[config.mk]
export PLATFORM = sky130hd
export DESIGN_NAME = div_unit
export DESIGN_NICKNAME = d
export VERILOG_FILES = /design/src/rtl/div_unit.sv
export SDC_FILE = /design/constraint.sdc
export NUM_CORES = 1
export LEC_CHECK = 0
export CORE_AREA = 4 4 224 226
export DETAILED_ROUTE_END_ITERATION = 16
export DIE_AREA = 0 0 228 230
export PLACE_DENSITY = 0.51
export RECOVER_POWER = 25
export SETUP_SLACK_MARGIN = 0.1
export SYNTH_ARGS = -nofsm -noshare
export SYNTH_HDL_FRONTEND = slang
export SYNTH_SLANG_ARGS = --single-unit
export TNS_END_PERCENT = 10
[constraint.sdc]
create_clock -name clk -period 12.2 [get_ports clk]
set_input_delay 2.44 -clock clk [delete_from_list [all_inputs] [get_ports clk]]
set_output_delay 2.44 -clock clk [all_outputs]
set_load 0.05 [all_outputs]
[src/rtl/div_unit.sv]
// rtl/div_unit.sv - iterative radix-2 restoring divider for DIV/DIVU/REM/REMU
//
// Purpose: computes the quotient or remainder of two XLEN-bit operands one
// bit per cycle, stalling the execute stage while busy and returning one
// registered result with a single-cycle valid pulse.
//
// Ports:
//   clk, rst_n        core clock, asynchronous active-low reset
//   alu_operand_1_i   dividend
//   alu_operand_2_i   divisor
//   alu_d_ops_i       0 NONE, 1 DIV, 2 DIVU, 3 REM, 4 REMU (5-7 NONE)
//   div_flush_i       kill the in-flight operation
//   div_stall_o       hold EXE and upstream (combinational)
//   div_result_o      quotient or remainder, meaningful with div_valid_o
//   div_valid_o       result present this cycle
module div_unit #(
    parameter int XLEN  = 32,
    parameter int CNT_W = $clog2(XLEN)
) (
    input  logic            clk,
    input  logic            rst_n,
    input  logic [XLEN-1:0] alu_operand_1_i,
    input  logic [XLEN-1:0] alu_operand_2_i,
    input  logic [2:0]      alu_d_ops_i,
    input  logic            div_flush_i,
    output logic            div_stall_o,
    output logic [XLEN-1:0] div_result_o,
    output logic            div_valid_o
);

    localparam logic [2:0] OP_DIV  = 3'd1;
    localparam logic [2:0] OP_DIVU = 3'd2;
    localparam logic [2:0] OP_REM  = 3'd3;
    localparam logic [2:0] OP_REMU = 3'd4;

    localparam logic [XLEN-1:0] INT_MIN = {1'b1, {(XLEN-1){1'b0}}};

    typedef enum logic [1:0] {S_IDLE, S_BUSY, S_DONE} state_t;

    state_t          state;
    logic [CNT_W-1:0] cnt;
    logic [XLEN-1:0] rem_r;
    logic [XLEN-1:0] quo_r;
    logic [XLEN-1:0] dvs_r;
    logic            is_rem_r;
    logic            neg_q_r;
    logic            neg_r_r;
    logic [XLEN-1:0] result_r;
    logic            valid_r;

    // Decode of the presented operation
    logic            op_active;
    logic            op_signed;
    logic            op_is_rem;
    logic            a_neg;
    logic            b_neg;
    logic [XLEN-1:0] a_abs;
    logic [XLEN-1:0] b_abs;
    logic            div_zero;
    logic            overflow;
    logic [XLEN-1:0] fast_result;

    assign op_active = (alu_d_ops_i == OP_DIV) || (alu_d_ops_i == OP_DIVU) ||
                       (alu_d_ops_i == OP_REM) || (alu_d_ops_i == OP_REMU);
    assign op_signed = (alu_d_ops_i == OP_DIV) || (alu_d_ops_i == OP_REM);
    assign op_is_rem = (alu_d_ops_i == OP_REM) || (alu_d_ops_i == OP_REMU);
    assign a_neg     = op_signed & alu_operand_1_i[XLEN-1];
    assign b_neg     = op_signed & alu_operand_2_i[XLEN-1];
    assign a_abs     = a_neg ? -alu_operand_1_i : alu_operand_1_i;
    assign b_abs     = b_neg ? -alu_operand_2_i : alu_operand_2_i;
    assign div_zero  = (alu_operand_2_i == '0);
    assign overflow  = op_signed && (alu_operand_1_i == INT_MIN) && (alu_operand_2_i == '1);

    // Divide-by-zero wins over overflow since overflow needs a non-zero divisor anyway
    assign fast_result = op_is_rem ? (div_zero ? alu_operand_1_i : '0)
                                   : (div_zero ? '1 : INT_MIN);

    // One restoring step: shift {rem, quo} left, trial-subtract the divisor
    // one bit wider so the borrow out is the sign of the trial.
    logic [XLEN:0]   shift_rem;
    logic [XLEN:0]   trial;
    logic            trial_ok;
    logic [XLEN-1:0] rem_nxt;
    logic [XLEN-1:0] quo_nxt;
    logic [XLEN-1:0] quo_fix;
    logic [XLEN-1:0] rem_fix;

    assign shift_rem = {rem_r, quo_r[XLEN-1]};
    assign trial     = shift_rem - {1'b0, dvs_r};
    assign trial_ok  = ~trial[XLEN];
    assign rem_nxt   = trial_ok ? trial[XLEN-1:0] : shift_rem[XLEN-1:0];
    assign quo_nxt   = {quo_r[XLEN-2:0], trial_ok};
    assign quo_fix   = neg_q_r ? -quo_nxt : quo_nxt;
    assign rem_fix   = neg_r_r ? -rem_nxt : rem_nxt;

    assign div_stall_o  = rst_n & op_active & (state != S_DONE) & ~div_flush_i;
    assign div_result_o = result_r;
    assign div_valid_o  = valid_r;

    always_ff @(posedge clk or negedge rst_n) begin
        if (!rst_n) begin
            state    <= S_IDLE;
            cnt      <= '0;
            rem_r    <= '0;
            quo_r    <= '0;
            dvs_r    <= '0;
            is_rem_r <= 1'b0;
            neg_q_r  <= 1'b0;
            neg_r_r  <= 1'b0;
            result_r <= '0;
            valid_r  <= 1'b0;
        end else begin
            valid_r <= 1'b0;
            if (div_flush_i) begin
                state <= S_IDLE;
                cnt   <= '0;
            end else begin
                case (state)
                    S_IDLE: begin
                        if (op_active) begin
                            is_rem_r <= op_is_rem;
                            neg_q_r  <= a_neg ^ b_neg;
                            neg_r_r  <= a_neg;
                            if (div_zero || overflow) begin
                                result_r <= fast_result;
                                valid_r  <= 1'b1;
                                state    <= S_DONE;
                            end else begin
                                cnt   <= CNT_W'(XLEN-1);
                                rem_r <= '0;
                                quo_r <= a_abs;
                                dvs_r <= b_abs;
                                state <= S_BUSY;
                            end
                        end
                    end
                    S_BUSY: begin
                        rem_r <= rem_nxt;
                        quo_r <= quo_nxt;
                        cnt   <= cnt - 1'b1;
                        if (cnt == '0) begin
                            // Sign correction is folded into the final step
                            result_r <= is_rem_r ? rem_fix : quo_fix;
                            valid_r  <= 1'b1;
                            state    <= S_DONE;
                        end
                    end
                    S_DONE: begin
                        state <= S_IDLE;
                    end
                    default: begin
                        state <= S_IDLE;
                    end
                endcase
            end
        end
    end

endmodule

==> metrics.md <==
| Metric | Value |
|---|---|
| CP Data Required Time | 9.76 ns |
| Unrepaired setup endpoints after global routing | no |
| Die Y | 230 um |
| Async S/R FF share, synth | 1.000 |
| Fin nets | 1703 |
| Commonest non-fill, non-tap cell in the layout | nand2_1 |
| HPWL after detailed placement | 30.71 mm |
| Slowest-stage cell, CP | clkbuf_1 |
| Max-Slew Margin vs Limit | -1.698 |
| Logic pwr share | 0.434 |
| Area grow syn2layout | 18.21% |
| Routability cong. | 0.8506 |
| CTS resizes | 0 |
| Mapped Area | 0.01190 mm^2 |
| Tmin final | 7.443 ns |
| Clock Path Buffers | 2 |
| Reg-to-Reg Start | quo_r[31] |
| Reg power frac | 0.294 |
| GRT Overall Usage | 0.1513 |
| Hold path start | div_result_o[12] |
| Final setup fails | 0 |
| NetSw | 0.0009518 W |
| Post-DRT Antenna Nets | 0 |
| Setup TNS | 0 ns |
| Pint | 0.001271 W |
| Failing checks | capacitance limit, slew limit |
| Syn nets | 1662 |
| Vias in the first global route | 11015 |
| Hold WC Path Type | flip-flop to flip-flop |
| Lkg Pwr | 5.435 nW |
| Pwr Density | 158.1 mW/mm^2 |
| Crit path max-delay family | buffers and inverters |
| Die Footprint | 0.05244 mm^2 |
| Yosys warns | 0 |
| Commonest non-fill, non-tap cells in the layout | nand2_1, o21ai_0, nor2_1, dfrtp_1, a21oi_1 |
| IO Count | 104 |
| Die X | 228 um |
| PortBufs | 103 |
| Crit end category | output pin |
| DRC viols | 0 |
| 1st-pass router iterations | 5 |
| Initial antenna violation count | 0 |
| WP data arrival | 5.00 ns |
| Largest net degree at the start of global routing | 97 |
| Slew Limit Fails | 145 |
| Antenna fix cells | 0 |
| Row cnt | 81 |
| H-Tree Depth | 4 |
| Grt ovf | 0 |
| Mean Syn Cell Area | 7.666 um^2 |
| Iter 0 DRT Violations | 979 |
| Crit-path max FO | 27 |
| Fin. Hold Viols | 0 |
| Dpl cell area | 0.01342 mm^2 |
| Biggest cell delay along the critical path | 1.25 ns |
| Share of cells above drive strength 1 | 0.04857 |
| Core box area | 0.04834 mm^2 |
| Share of the clock period used by the worst path | 0.6101 |
| CP Launch Type | primary input |
| Initial Util | 0.2461 |
| # fillers | 5191 |
| Clock power share | 0.272 |
| Post-synth EDFFs | 0 |
| Clk_lat worst skew | 0.45 ns |
| Worst hold margin | 0.4860 ns |
| CTS tree | built |
| Cell variety after synth | 85 |
| Buffers & Inverters on Critical Path | 2 |
| Syn Inst Count | 1552 |
| CP cell instances | clkbuf_1 > nor4b_1 > clkdlybuf4s50_1 |
| WL per Instance | 18.15 um |
| Status | finished, violations left |
| Max-Cap Viols | 3 |
| Drt total wl | 40.44 mm |
| Post-CTS Setup Inserts | 0 |
| Clock Tree Root | clkbuf_16 |
| Vias per cell | 5.192 |
| Clk_skew | 0.01304 ns |
| Crit path from | rst_n |
| Yosys reg bits | 139 |
| Final instance area | 0.01406 mm^2 |
| Switching Fraction | 0.4282 |
| Slew @ Worst Pin | 4.047 ns |
| Worst Setup Slack post-DPL | 5.222 ns |
| VDD IR max | 0.09294 mV |
| Setup CP Type | primary input to output pin |
| Hold-fix buffer count after cts | 0 |
| Clock sinks | 139 |
| Vias post-DR | 11568 |
| Register area share after synthesis | 0.2924 |
| Fin worst setup slack | 4.757 ns |
| CTS Buf Count | 17 |
| Clock Pin Slew Worst Setup and Hold Paths | 0.07 ns |
| Main flop type after synthesis | dfrtp_1 |
| First-pass GRT wire length | 63.97 mm |
| F_max | 134.4 MHz |
==> path summary, 6_finish.rpt <==
kind | end | slack, ns | cells past startpoint
max in group asynchronous | dvs_r[10] | 5.11 | 2
setup / recovery | div_stall_o | 4.76 | 3
setup reg to reg | div_result_o[30] | 6.09 | 20
min in group asynchronous | quo_r[5] | 2.46 | 1
hold reg to reg | div_result_o[12] | 0.49 | 2
hold / removal | div_result_o[12] | 0.49 | 2
==> worst register-to-register path: stages (launching register included) <==
cell      delay (ns)
dfrtp_1         0.40
inv_1           0.12
ha_1            0.19
inv_1           0.06
fa_1            0.41
a211oi_1        0.47
o21ai_2         0.21
o211ai_2        0.35
a211oi_1        0.14
o211a_1         0.23
buf_4           0.28
inv_1           0.21
buf_4           0.48
mux2i_1         0.38
ha_1            0.43
o221ai_1        0.19
nor4_1          0.41
o221ai_1        0.30
nor4_1          0.38
mux2i_1         0.24
a31oi_1         0.10
==> Yosys cell counts, drive strengths merged, types with 10 or more instances <==
library cell  number  area share
nand3             24       0.010
nand2            191       0.060
inv               53       0.017
nor2             143       0.045
a21oi            132       0.058
xor2              66       0.049
o221ai            21       0.016
clkbuf            65       0.021
o31ai             32       0.022
nor3              42       0.018
o41ai             10      0.0080
nor4              12      0.0063
o21a              14      0.0088
a31oi             13      0.0068
nand4             17      0.0089
a211oi            12      0.0076
or4               14      0.0095
xnor2             64       0.047
nand2b            15      0.0079
ha                39       0.041
or3               30       0.016
o211ai            13      0.0090
mux2i             29       0.024
dfrtp            139        0.29
buf               29       0.014
o21ai            195       0.083
and2              10      0.0053
==> state kept, by name (all words and copies together) (netlist names) <==
signal        flops
div_valid_o       1
neg_q_r           1
state             2
div_result_o     32
rem_r            32
quo_r            32
is_rem_r          1
neg_r_r           1
cnt               5
dvs_r            32
==> power by group through the flow <==
stage                     clock network (W)  logic (W)  registers [W]
after floorplan                           0   0.000556       0.000754
after global placement                    0   0.000952       0.000660
after detailed placement                  0   0.000959       0.000661
after CTS                          0.000617   0.000962       0.000654
after global routing               0.000634    0.00106       0.000667
final                              0.000604   0.000965       0.000654
==> metal layers <==
metal / share of wire / global-route usage / up-vias
met2: 0.43 / 0.2274 / 324
met5: 0 / 0 / -
met3: 0.057 / 0.02924 / 27
met4: 0.012 / 0.03291 / 0
met1: 0.50 / 0.2245 / 5512
li1: - / - / 5705
==> through the flow <==
| step | cells | utilization | power (W) |
|---|---|---|---|
| 2_1_floorplan | 1552 | - | 0.001311 |
| 3_3_place_gp | 2196 | 0.2776 | 0.001611 |
| 3_5_place_dp | 2196 | 0.2776 | 0.001620 |
| 4_1_cts | 2228 | 0.2912 | 0.002233 |
| 5_1_grt | 2228 | 0.2909 | 0.002366 |
| 6_report | 2228 | 0.2909 | 0.002223 |
==> logic make-up after synthesis <==
group | Yosys count | share of synthesized area
adder cells (fa/ha/maj) | 40 | 0.04270
buffers and inverters | 147 | 0.05142
XOR/XNOR | 130 | 0.09570
flip-flops | 139 | 0.2924
AND/OR/NAND/NOR | 547 | 0.2178
multiplexers | 32 | 0.02724
AO/OA/AOI/OAI | 517 | 0.2728
==> cell type report <==
class | instances | area (um^2) | share of cell area
well taps | 622 | 778.2 | 0.05533
inverters | 53 | 198.9 | 0.01414
clock inverters | 14 | 231.5 | 0.01646
flip-flops and latches | 139 | 3478 | 0.2473
multi-input cells | 1266 | 7834 | 0.5570
clock buffers | 18 | 429.2 | 0.03051
repair buffers | 116 | 1115 | 0.07926
No activity file was read; power rests on OpenSTA's default activity.
